--- src/rtl/pattern_writer.sv ---
// rtl/pattern_writer.sv - Wishbone master that writes a test pattern over a frame buffer
//
// Ports:
//   sys_clk, sys_rst_n        : clock, asynchronous active-low reset
//   enable                    : frame generation request
//   cyc, stb, we, adr, dat_ms : Wishbone master write cycle
//   sel, cti, bte             : constant byte enables / classic cycle type
//   ack, err, rty             : slave responses (ack wins over err/rty)
//   frame_done                : one-cycle pulse after the last pixel of a frame is acked
module pattern_writer #(
    parameter int          HDISP     = 800,
    parameter int          VDISP     = 480,
    parameter logic [31:0] BASE_ADR  = 32'h0,
    parameter int          BURST_LEN = 64
) (
    input  logic        sys_clk,
    input  logic        sys_rst_n,
    input  logic        enable,
    output logic        cyc,
    output logic        stb,
    output logic        we,
    output logic [31:0] adr,
    output logic [31:0] dat_ms,
    output logic [3:0]  sel,
    output logic [2:0]  cti,
    output logic [1:0]  bte,
    input  logic        ack,
    input  logic        err,
    input  logic        rty,
    output logic        frame_done
);

    localparam int XW = (HDISP > 1) ? $clog2(HDISP) : 1;
    localparam int YW = (VDISP > 1) ? $clog2(VDISP) : 1;
    localparam int BW = $clog2(BURST_LEN + 1);

    typedef enum logic [1:0] {
        IDLE  = 2'd0,
        WRITE = 2'd1,
        PAUSE = 2'd2
    } state_t;

    state_t        state;
    state_t        state_next;
    logic [1:0]    rst_sync;
    logic [XW-1:0] x;
    logic [YW-1:0] y;
    logic [7:0]    fcnt;
    logic [BW-1:0] burst_cnt;
    logic          beat;
    logic          x_last;
    logic          y_last;
    logic          burst_last;
    logic          frame_end;
    logic [31:0]   pix_idx;
    logic [7:0]    x8;
    logic [7:0]    y8;

    // Reset assertion is immediate, but release must pass two flops before
    // the FSM may leave IDLE.
    always_ff @(posedge sys_clk or negedge sys_rst_n) begin
        if (!sys_rst_n) begin
            rst_sync <= 2'b00;
        end else begin
            rst_sync <= {rst_sync[0], 1'b1};
        end
    end

    assign beat       = (state == WRITE) && ack;
    assign x_last     = (x == XW'(HDISP - 1));
    assign y_last     = (y == YW'(VDISP - 1));
    assign burst_last = (burst_cnt == BW'(BURST_LEN - 1));
    assign frame_end  = beat && x_last && y_last;

    always_ff @(posedge sys_clk or negedge sys_rst_n) begin
        if (!sys_rst_n) begin
            state <= IDLE;
        end else begin
            state <= state_next;
        end
    end

    always_comb begin
        state_next = state;
        cyc        = 1'b0;
        stb        = 1'b0;
        case (state)
            IDLE: begin
                if (enable && rst_sync[1]) begin
                    state_next = WRITE;
                end
            end
            WRITE: begin
                cyc = 1'b1;
                stb = 1'b1;
                if (ack) begin
                    if (frame_end || burst_last) begin
                        state_next = PAUSE;
                    end
                end else if (err || rty) begin
                    // Error or retry: keep the same pixel on the bus and reissue it.
                    state_next = WRITE;
                end
            end
            PAUSE: begin
                state_next = enable ? WRITE : IDLE;
            end
            default: begin
                state_next = IDLE;
            end
        endcase
    end

    always_ff @(posedge sys_clk or negedge sys_rst_n) begin
        if (!sys_rst_n) begin
            x          <= '0;
            y          <= '0;
            fcnt       <= 8'd0;
            burst_cnt  <= '0;
            frame_done <= 1'b0;
        end else begin
            frame_done <= frame_end;
            // Counting only inside WRITE means every entry to WRITE starts at zero.
            if (state != WRITE) begin
                burst_cnt <= '0;
            end else if (beat) begin
                burst_cnt <= burst_cnt + BW'(1);
            end
            if (beat) begin
                if (x_last) begin
                    x <= '0;
                    if (y_last) begin
                        y    <= '0;
                        fcnt <= fcnt + 8'd1;
                    end else begin
                        y <= y + YW'(1);
                    end
                end else begin
                    x <= x + XW'(1);
                end
            end
        end
    end

    // Address and data follow the pixel counters directly, so they are stable
    // for as long as the current write is not acked and track reset instantly.
    assign pix_idx = 32'(y) * 32'(HDISP) + 32'(x);
    assign adr     = BASE_ADR + (pix_idx << 2);
    assign x8      = 8'(x);
    assign y8      = 8'(y);
    assign dat_ms  = {fcnt, x8, y8, x8 ^ y8};

    assign we  = stb;
    assign sel = 4'hF;
    assign cti = 3'b000;
    assign bte = 2'b00;

endmodule
--- config.mk ---
export PLATFORM = sky130hd
export DESIGN_NAME = pattern_writer
export DESIGN_NICKNAME = d
export VERILOG_FILES = /design/src/rtl/pattern_writer.sv
export SDC_FILE = /design/constraint.sdc
export NUM_CORES = 1
export LEC_CHECK = 0
export CAP_MARGIN = 20
export CORE_MARGIN = 2
export CORE_UTILIZATION = 52
export CTS_BUF_LIST = sky130_fd_sc_hd__clkbuf_8
export DETAILED_ROUTE_END_ITERATION = 8
export PLACE_DENSITY = 0.84
export REMOVE_ABC_BUFFERS = 1
export SYNTH_ARGS = -nofsm -noshare
export SYNTH_HDL_FRONTEND = slang
export SYNTH_SLANG_ARGS = --single-unit
--- constraint.sdc ---
create_clock -name sys_clk -period 5.54 [get_ports sys_clk]
set_input_delay 1.385 -clock sys_clk [delete_from_list [all_inputs] [get_ports sys_clk]]
set_output_delay 1.385 -clock sys_clk [all_outputs]
set_load 0.03 [all_outputs]
Word-level counts from Yosys, hierarchy flattened
Index checks and enable logic that the tools add are counted.

Bits in registers: 39. Latch bits: 0. RAM bits: 0. ROM bits: 0. Bits of input ports: 6. Output and inout port bits: 77. Logic and storage cells: 45. Memories: 0.

Add/sub/neg operators: 5. $mul: 1. Divide/modulo/power cells: 0. $lt $le $gt $ge: 0. Equality and inequality tests: 9. Shift-type cells: 0. Multiplexer cells: 11. Bitwise gates (word level): 1. Reduce and logical (&&, ||, !) cells: 11.

Operator list (count): 19-bit by 10-bit adder with 20-bit output (1); 9-bit by 5-bit multiplier with 14-bit output, second input constant (1); 7-bit 2-to-1 mux (2); 10-bit by 1-bit adder with 10-bit output, second input constant (1); 10-bit == test, second input constant (1); 10-bit 2-to-1 mux (1); 9-bit by 1-bit adder with 9-bit output, second input constant (1); 9-bit == test, second input constant (1); 9-bit 2-to-1 mux (1); 8-bit by 1-bit adder with 8-bit output, second input constant (1); 2-bit 2-to-1 mux (4); 8-bit bitwise XOR (1); 7-bit by 1-bit adder with 7-bit output, second input constant (1); 7-bit by 6-bit == test with 1-bit output, second input constant (1); 3-bit by 2-bit != test with 1-bit output, second input constant (2); 2-bit one-hot mux with 3 select lines (1); 3-bit AND reduction (2); 1-bit logical AND (4); 2-bit by 1-bit == test with 1-bit output, second input constant (1); 2-bit == test, second input constant (1); 2-bit logical NOT (1); 1-bit logical OR (2); 1-bit 2-to-1 mux (2); 2-bit by 1-bit != test with 1-bit output, second input constant (1); other kinds (3) (3).

Depth between registers and ports, before layout
Gate-level depths: netlist (run 1).

Depth in word-level cells: 8. Gate-level depth with buffers: 15. Mapped depth without buffers: 14.

Worst setup path after synthesis (run 1)
Ideal clock, no wire load.

Path kind: flip-flop to output port. Start: reg y[2]. End: out adr[21]. Data arrival time: 3.814 ns. Required time: 4.155 ns. Slack: 0.341 ns. Cell stages (with the launch flop): 11. Path buffers: 0. Cell sequence: dfrtp_1 ha_1 ha_1 fa_1 ha_1 o21ai_1 or4b_1 o211ai_1 nand2_1 nor4_2 nor3b_1.

Longest elaborated chain between the ends: 2.

RTL lines: start: declaration (line 47) `logic [YW-1:0] y;`; start signal: assignment (line 136) `y <= y + YW'(1);`; 9-bit by 5-bit multiplier with 14-bit output (line 147) `assign pix_idx = 32'(y) * 32'(HDISP) + 32'(x);`; 19-bit by 10-bit adder with 20-bit output (line 147); end: declaration (line 22) `output logic [31:0] adr,`.

Every way passes these cells.

Final worst setup path (run 1)
Start: reg y[3]. End: out adr[21].

The elaborated chain is that of the path after synthesis.

==> flow_summary.json, run 1 <==
{
  "drtAntennaViolNets": 0,
  "initial_core_util": 0.533,
  "synth.yosys.seq_area_share": 0.290,
  "grt_pass1_wl_microns": 11400,
  "gp_congestion": 0.829,
  "outcome": "complete, no violations",
  "drive_gt1_frac": 0.0934,
  "final_cell_mix": "53 x clkdlybuf4s50_1, 41 x ha_1, 39 x dfrtp_1",
  "grtUsageTotal": 0.194,
  "critical-path-max-stage-delay_ns": 0.48,
  "final-hold-violation-count": 0,
  "fp.dieW_microns": 84.4,
  "grt_pass1_vias": 2430,
  "routed_wl_microns": 6560,
  "fin_total_pwr_mw": 0.939,
  "fin_crit_sh": 0.953,
  "stdcell_area_sq_um": 3930,
  "critPathSlowestCell": "or4b_1",
  "grt_overflow": 0,
  "coreArea_sq_um": 6310,
  "setup_viol": 0,
  "post-place-ws_ns": 0.102,
  "tns_ns": 0,
  "critPathMaxFanout": 5,
  "worstPathRequired_ns": 4.16,
  "die_area_sq_um": 7130,
  "route.detailed.drc": 0,
  "syn_inst": 360,
  "drt_iter0_drc": 144,
  "dp.cells": 476,
  "path_common_cell": "ha_1",
  "crit_type": "reg2out",
  "holdBufCountCts": 0,
  "synth_area_sq_um": 3360,
  "setup_slack_ns": 0.258,
  "p_per_area_nw_per_um2": 239,
  "rows": 29,
  "layout_commonest_cell": "clkdlybuf4s50_1",
  "diodes": 0,
  "post_drt_wl_per_cell_microns": 13.6,
  "worstMarginPinSlew_ns": 0.836,
  "die_h_microns": 84.4,
  "grt_antenna_before_repair": 0,
  "first_pass_iters": 4,
  "root_buffer": "clkbuf_8",
  "slew_violations": 0,
  "hold_class": "reg2reg",
  "ys_seq_elements": 39,
  "h-tree-depth": 2,
  "synth_fa_ha_area_frac": 0.182,
  "grt_max_degree": 40,
  "portBuffers": 59,
  "p_leak_nw": 1.93,
  "cp-end-kind": "output pin",
  "clkLatencyLatePin_ns": 0.28,
  "syn2layout_area_growth_pct": 16.9,
  "fin_nets": 458,
  "synth_compound_area_frac": 0.0993,
  "yosys.area_share.simple": 0.171,
  "final.min_clock_period_ns": 5.28,
  "synth_top_family_by_area": "adder cells",
  "max_cap_violations": 0,
  "synth_cell_types": 47,
  "layout.cells.non_filler": 484,
  "critPathLaunchType": "register",
  "cts_sinks": 39,
  "placed_cell_area_sq_um": 3820,
  "numCtsBuffers": 5,
  "max_slew_margin": 0.443,
  "io_pins": 83,
  "via_per_inst": 5.34,
  "clkTransAtPathRegs_ns": 0.07,
  "yosysWarnings": 0,
  "hpwl_microns": 5160,
  "path_cells": "ha_1 > ha_1 > fa_1 > ha_1 > o21ai_2 > or4b_1 > o211ai_1 > nand2_1 > nor4_2 > nor3b_1 > buf_4",
  "max_freq_mhz": 189,
  "synthMuxAreaShare": 0.00967,
  "avgSynthCellArea_sq_um": 9.34,
  "clockBufferDepth": 2,
  "finClkSkew_ns": 0.00262,
  "vdd_drop_max_mv": 0.281,
  "cp.arrival_ns": 3.90,
  "synth_xor_area_frac": 0.117,
  "vias": 2586,
  "cts_tree": "built"
}
==> final timing paths <==
| check | slack (ns) | endpoint | depth (start not counted) | startpoint |
|---|---|---|---|---|
| max reg2reg | 3.23 | fcnt[6] | 7 | x[1] |
| max in group asynchronous | 3.81 | x[0] | 1 | sys_rst_n |
| min in group asynchronous | 1.19 | fcnt[7] | 1 | sys_rst_n |
| min | 0.36 | rst_sync[1] | 0 | rst_sync[0] |
| max | 0.26 | adr[21] | 11 | y[3] |
| min reg2reg | 0.36 | rst_sync[1] | 0 | rst_sync[0] |
==> cell type report <==
class | count | area [sq um]
clock buffer | 7 | 96.3
clock inverter | 1 | 3.75
fill | 528 | 2380
inverter | 17 | 63.8
multi-input combinational | 275 | 2060
sequential | 39 | 976
tap | 77 | 96.3
timing repair buffer | 68 | 638
==> sequential cells by signal (all words and copies together) (netlist names) <==
register and flops:
state 2, rst_sync 2, frame_done 1, fcnt 8, burst_cnt 7, x 10
y 9
==> power by group <==
part	switching (mW)	leakage [nW]	internal, mW	total (mW)
Clock	0.0944	0.0557	0.112	0.206
Sequential	0.0575	0.518	0.319	0.377
Combinational	0.217	1.36	0.139	0.356
Total	0.369	1.93	0.570	0.939
==> timing repair <==
| action | in CTS | in global routing |
|---|---|---|
| resized for setup | 3 | 11 |
| buffers inserted | 0 | 0 |
| endpoints found under the setup margin | 3 | 5 |
| pin swaps | 0 | 0 |
==> critical path, delay by kind of cell, from the launching register on <==
kind / cells / cell delay (ns)
fa+ha+maj: 4 / 1.49
buf+inv: 1 / 0.19
simple gates: 4 / 1.24
flops: 1 / 0.43
compound gates: 2 / 0.27
==> synthesized netlist by cell type, drive strengths merged <==
| cell type | count | area share |
|---|---|---|
| a211oi | 4 | 0.010 |
| a21o | 2 | 0.0045 |
| a21oi | 13 | 0.019 |
| a31oi | 1 | 0.0019 |
| and3 | 8 | 0.017 |
| and3b | 1 | 0.0026 |
| buf | 45 | 0.10 |
| clkbuf | 4 | 0.0074 |
| conb | 2 | 0.0022 |
| dfrtp | 39 | 0.29 |
| fa | 5 | 0.030 |
| ha | 41 | 0.15 |
| inv | 17 | 0.019 |
| mux2 | 2 | 0.0067 |
| mux2i | 1 | 0.0030 |
| nand2 | 27 | 0.030 |
| nand2b | 4 | 0.0074 |
| nand3 | 10 | 0.015 |
| nand3b | 1 | 0.0033 |
| nand4 | 8 | 0.015 |
| nor2 | 25 | 0.033 |
| nor2b | 3 | 0.0056 |
| nor3 | 3 | 0.0045 |
| nor3b | 2 | 0.0045 |
| nor4 | 2 | 0.0056 |
| nor4b | 2 | 0.0089 |
| o2111ai | 2 | 0.0052 |
| o211ai | 4 | 0.0089 |
| o21a | 2 | 0.0045 |
| o21ai | 22 | 0.033 |
| o21ba | 1 | 0.0030 |
| o21bai | 2 | 0.0045 |
| o31ai | 2 | 0.0045 |
| or3 | 6 | 0.013 |
| or4 | 1 | 0.0033 |
| or4b | 1 | 0.0030 |
| xnor2 | 23 | 0.060 |
| xor2 | 22 | 0.057 |
==> per-stage QoR <==
| step | utilization | hold WS (ns) |
|---|---|---|
| 6_report | 0.622 | 0.358 |
| 5_1_grt | 0.622 | 0.378 |
| 4_1_cts | 0.620 | 0.360 |
| 3_5_place_dp | 0.605 | 0.344 |
| 3_3_place_gp | 0.605 | 0.332 |
| 2_1_floorplan | - | 0.331 |
==> metal layers <==
layer / GRT usage / routed length [microns] / vias to the layer above / share of wire
li1: - / - / 1268 / -
met1: 0.278 / 3030 / 1248 / 0.46
met2: 0.310 / 3230 / 63 / 0.49
met3: 0.0295 / 238 / 7 / 0.036
met4: 0.0462 / 63 / 0 / 0.0096
met5: 0 / 0 / - / 0
==> cells by family after synthesis <==
group | after synthesis
mux | 3
buf+inv | 66
other cells | 2
simple gates | 104
fa+ha+maj | 46
xor+xnor | 45
flops | 39
compound gates | 55
(Power assumes the default switching activity.)
==> inputs of run 2 (changes only) <==
Settings changed: CORE_MARGIN 2 to not set.
==> run 2 against run 1 <==
Net effect:
- clock power is 35% higher
- register-to-register slack better by 0.03 ns
- largest power group unchanged
- sequential share of layout area shrank 0.41 points
- clock skew grew 0.0046 ns
==> flow_summary.json, run 2 (same netlist as run 1, synthesis figures left out) <==
{
  "final.min_clock_period_ns": 5.32,
  "grt_overflow": 0,
  "holdBufCountCts": 0,
  "p_sw_mw": 0.366,
  "layout.cells.non_filler": 484,
  "gp_congestion": 0.878,
  "critPathMaxFanout": 5,
  "io_pins": 83,
  "largest_reg_flops": 10,
  "worstPathRequired_ns": 4.16,
  "switching_share": 0.366,
  "placed_cell_area_sq_um": 3840,
  "first_pass_iters": 4,
  "rows": 28,
  "initial_core_util": 0.552,
  "fin_nets": 460,
  "crit_type": "reg2out",
  "cp.arrival_ns": 3.94,
  "p_leak_nw": 1.98,
  "cts_tree": "built",
  "routed_wl_microns": 6680,
  "layout_commonest_cell": "clkdlybuf4s50_1",
  "clkTransAtPathRegs_ns": 0.08,
  "top_regs": "x (10), y (9), fcnt (8)",
  "die_area_sq_um": 6790,
  "root_buffer": "clkbuf_8",
  "outcome": "complete, no violations",
  "setup_viol": 0,
  "r2r_slack_ns": 3.26,
  "coreArea_sq_um": 6100,
  "drt_iter0_drc": 123,
  "clockBufferDepth": 2,
  "die_h_microns": 82.4,
  "hpwl_microns": 5000,
  "p_seq_frac": 0.371,
  "post-place-ws_ns": 0.0674,
  "vias": 2583,
  "dp.cells": 476,
  "stdcell_area_sq_um": 4000,
  "top_register": "x",
  "setup_slack_ns": 0.219,
  "route.detailed.drc": 0,
  "grt_pass1_vias": 2425,
  "p_per_area_nw_per_um2": 251,
  "final-hold-violation-count": 0,
  "via_per_inst": 5.34,
  "grtUsageTotal": 0.219,
  "worstMarginPinSlew_ns": 0.857,
  "max_slew_margin": 0.429,
  "diodes": 0,
  "slew_violations": 0,
  "drtAntennaViolNets": 0,
  "fin_total_pwr_mw": 1.00,
  "cts_sinks": 39,
  "grt_max_degree": 40,
  "fin_crit_sh": 0.960,
  "numCtsBuffers": 5,
  "tns_ns": 0,
  "critPathSlowestCell": "clkdlybuf4s50_1",
  "pwr-share-comb": 0.351,
  "drive_gt1_frac": 0.0978,
  "final_cell_mix": "53 x clkdlybuf4s50_1, 41 x ha_1, 39 x dfrtp_1",
  "finClkSkew_ns": 0.00720,
  "path_common_cell": "ha_1",
  "post_drt_wl_per_cell_microns": 13.8,
  "hold_class": "reg2reg",
  "critical-path-max-stage-delay_ns": 0.68,
  "grt_pass1_wl_microns": 11200,
  "fp.dieW_microns": 82.4,
  "max_freq_mhz": 188,
  "vdd_drop_max_mv": 0.356,
  "clkLatencyLatePin_ns": 0.29,
  "critPathLaunchType": "register",
  "cp-end-kind": "output pin",
  "path_cells": "ha_1 > ha_1 > fa_1 > ha_1 > xor2_1 > o211ai_1 > nor4b_2 > nand2b_1 > xnor2_1 > clkdlybuf4s50_1",
  "max_cap_violations": 0,
  "syn2layout_area_growth_pct": 18.8,
  "grt_antenna_before_repair": 0,
  "p_clk_frac": 0.278,
  "p_int_mw": 0.636,
  "h-tree-depth": 2,
  "grt_setup_unrepaired": "false",
  "portBuffers": 59
}
run 2: power by group through the flow:
| stage | clock, mW | sequential (mW) | combinational, mW |
|---|---|---|---|
| after CTS | 0.284 | 0.372 | 0.354 |
| after floorplan | 0 | 0.437 | 0.144 |
| after global placement | 0 | 0.376 | 0.347 |
| final | 0.278 | 0.372 | 0.352 |
| after detailed placement | 0 | 0.376 | 0.352 |
| after global routing | 0.294 | 0.380 | 0.374 |
run 2: area by class of cell:
class	count	area (sq um)
Clock inverter	3	63.8
Clock buffer	5	68.8
Fill cell	503	2100
Multi-Input combinational cell	275	2070
Timing Repair Buffer	70	662
Sequential cell	39	976
Tap cell	75	93.8
Inverter	17	63.8
run 2: critical path, delay by kind of cell (launching register included):
| family | cells | cell delay [ns] |
|---|---|---|
| xor+xnor | 2 | 0.37 |
| simple gates | 2 | 0.45 |
| compound gates | 1 | 0.18 |
| buf+inv | 1 | 0.68 |
| fa+ha+maj | 4 | 1.52 |
| flops | 1 | 0.44 |
run 2: what timing repair did:
item / CTS / global route
setup endpoints to repair: 5 / 5
gates cloned: 0 / 0
pin swaps: 0 / 1
setup buffers: 0 / 0
resized for setup: 6 / 10
run 2: per-layer routing:
layer / wire length [microns] / global-route usage / share of wire
met5: 0 / 0 / 0
met4: 116 / 0.0737 / 0.017
met1: 2910 / 0.287 / 0.44
met3: 426 / 0.0396 / 0.064
met2: 3230 / 0.363 / 0.48
run 2: final timing paths:
path,start,to,depth (start not counted)
setup / recovery,y[3],adr[16],10
hold / removal,rst_sync[0],rst_sync[1],0
setup reg to reg,x[0],fcnt[6],7
hold reg to reg,rst_sync[0],rst_sync[1],0
max in group asynchronous,sys_rst_n,x[8],1
min in group asynchronous,sys_rst_n,fcnt[7],1
run 2: through the flow:
stage | hold slack (ns) | utilization
4_1_cts | 0.353 | 0.654
2_1_floorplan | 0.331 | -
6_report | 0.352 | 0.656
3_3_place_gp | 0.332 | 0.631
5_1_grt | 0.373 | 0.656
3_5_place_dp | 0.335 | 0.631
==> inputs of run 3 (changes only) <==
Settings changed: REMOVE_ABC_BUFFERS 1 to not set.
==> run 3 against run 2 <==
Net effect:
- sequential cell count did not move
- non-clock buffer count fell by 1
- setup slack improved by 0.0010 ns
- global-route usage fell by 0.75 points
- fmax barely moved
- sequential power barely moved
- hold slack got worse by 0.0018 ns
==> flow_summary.json, run 3 (same netlist as run 1, synthesis figures left out) <==
{
  "grtUsageTotal": 0.211,
  "fp.dieW_microns": 82.4,
  "grt_antenna_before_repair": 0,
  "max_cap_violations": 0,
  "grt_pass1_wl_microns": 10900,
  "path_common_cell": "ha_1",
  "post_drt_wl_per_cell_microns": 14.1,
  "cp-end-kind": "output pin",
  "vdd_drop_max_mv": 0.272,
  "seqCellArea_sq_um": 976,
  "layout_commonest_cell": "clkdlybuf4s50_1",
  "top_register": "x",
  "grt_setup_unrepaired": "false",
  "h-tree-depth": 2,
  "dp.cells": 475,
  "die_area_sq_um": 6790,
  "via_per_inst": 5.39,
  "final_cell_mix": "53 x clkdlybuf4s50_1, 40 x ha_1, 39 x dfrtp_1",
  "slew_violations": 0,
  "critPathSlowestCell": "or4b_1",
  "layout.cells.non_filler": 483,
  "worstPathRequired_ns": 4.16,
  "largest_reg_flops": 10,
  "cts_sinks": 39,
  "coreArea_sq_um": 6100,
  "critPathLaunchType": "register",
  "rows": 28,
  "drtAntennaViolNets": 0,
  "die_h_microns": 82.4,
  "path_cells": "ha_1 > ha_1 > fa_1 > ha_2 > o21ai_1 > or4b_1 > o211ai_1 > nand2_1 > nor4_2 > nor3b_1 > buf_4",
  "worstReg2RegStart": "x[0]",
  "drive_gt1_frac": 0.0956,
  "min_from": "rst_sync[0]",
  "final-hold-violation-count": 0,
  "syn2layout_area_growth_pct": 17.0,
  "fin_total_pwr_mw": 0.934,
  "routed_wl_microns": 6800,
  "clkTransAtPathRegs_ns": 0.07,
  "root_buffer": "clkbuf_8",
  "route.detailed.drc": 0,
  "grt_max_degree": 40,
  "finClkSkew_ns": 0.00752,
  "fill_cells": 521,
  "tns_ns": 0,
  "first_pass_iters": 4,
  "cp-startpoint": "y[2]",
  "outcome": "complete, no violations",
  "setup_viol": 0,
  "fin_crit_sh": 0.960,
  "critPathMaxFanout": 5,
  "top_regs": "x (10), y (9), fcnt (8)",
  "portBuffers": 59,
  "hold_class": "reg2reg",
  "grt_overflow": 0,
  "gp_congestion": 0.867,
  "multi_input_area_sq_um": 2050,
  "clkLatencyLatePin_ns": 0.29,
  "hpwl_microns": 5410,
  "path_buf_inv": 1,
  "max_freq_mhz": 188,
  "vias": 2602,
  "critical-path-max-stage-delay_ns": 0.48,
  "path_delay_family": "adder cells",
  "final.min_clock_period_ns": 5.32,
  "worstMarginPinSlew_ns": 0.859,
  "crit_type": "reg2out",
  "initial_core_util": 0.552,
  "drt_iter0_drc": 137,
  "cts_tree": "built",
  "io_pins": 83,
  "p_leak_nw": 1.93,
  "p_per_area_nw_per_um2": 238,
  "numCtsBuffers": 5,
  "grt_pass1_vias": 2449,
  "fin_nets": 459,
  "cp.arrival_ns": 3.93,
  "max_slew_margin": 0.427,
  "clockBufferDepth": 2,
  "diodes": 0
}
-- run 3: repair_timing --
action,4_1_cts,5_1_grt
hold buffers,0,0
gates resized for setup,4,10
endpoints found under the setup margin,4,5
pin swaps,0,1
buffers inserted,0,0
-- run 3: worst paths after layout --
kind                                     to  slack (ns)  depth (start not counted)
worst max-delay path                adr[21]        0.22                         11
worst min-delay path            rst_sync[1]        0.35                          0
worst max register to register      fcnt[6]        3.24                          7
worst min register to register  rst_sync[1]        0.35                          0
max in group asynchronous              y[4]        3.80                          1
min in group asynchronous              x[0]        1.20                          1
-- run 3: area by class of cell --
| class | count | area share |
|---|---|---|
| well taps | 75 | 0.0239 |
| repair buffers | 69 | 0.164 |
| inverters | 17 | 0.0162 |
| flip-flops and latches | 39 | 0.248 |
| clock inverters | 1 | 0.000954 |
| clock buffers | 7 | 0.0245 |
| multi-input cells | 275 | 0.522 |
-- run 3: metrics by stage --
step	hold slack [ns]	utilization	cell area, sq um	setup slack, ns
detailed placement	0.337	0.627	3820	0.0673
global placement	0.332	0.627	3820	0.166
global route	0.369	0.645	3930	0.00381
finish	0.350	0.645	3930	0.220
floorplan	0.331	-	3440	0.341
CTS	0.348	0.644	3930	0.0187
-- run 3: metal layers --
layer	track usage	part of all wire	vias to the layer above
met3	0.0473	0.066	11
met1	0.269	0.44	1226
met2	0.356	0.48	99
met4	0.0632	0.014	0
met5	0	0	-
li1	-	-	1266
-- run 3: power breakdown --
| part | switching (mW) | leakage, nW | internal [mW] | total, mW |
|---|---|---|---|---|
| registers | 0.0509 | 0.518 | 0.319 | 0.370 |
| clock network | 0.0960 | 0.0557 | 0.112 | 0.208 |
| logic | 0.217 | 1.36 | 0.140 | 0.356 |
-- run 3: worst register-to-register path, delay by kind of cell, from the launching register on --
kind,cells,cell delay [ns]
adders and majority gates,1,0.24
and+or+nand+nor,5,1.32
DFF,1,0.47
xor gates and xnor gates,1,0.15
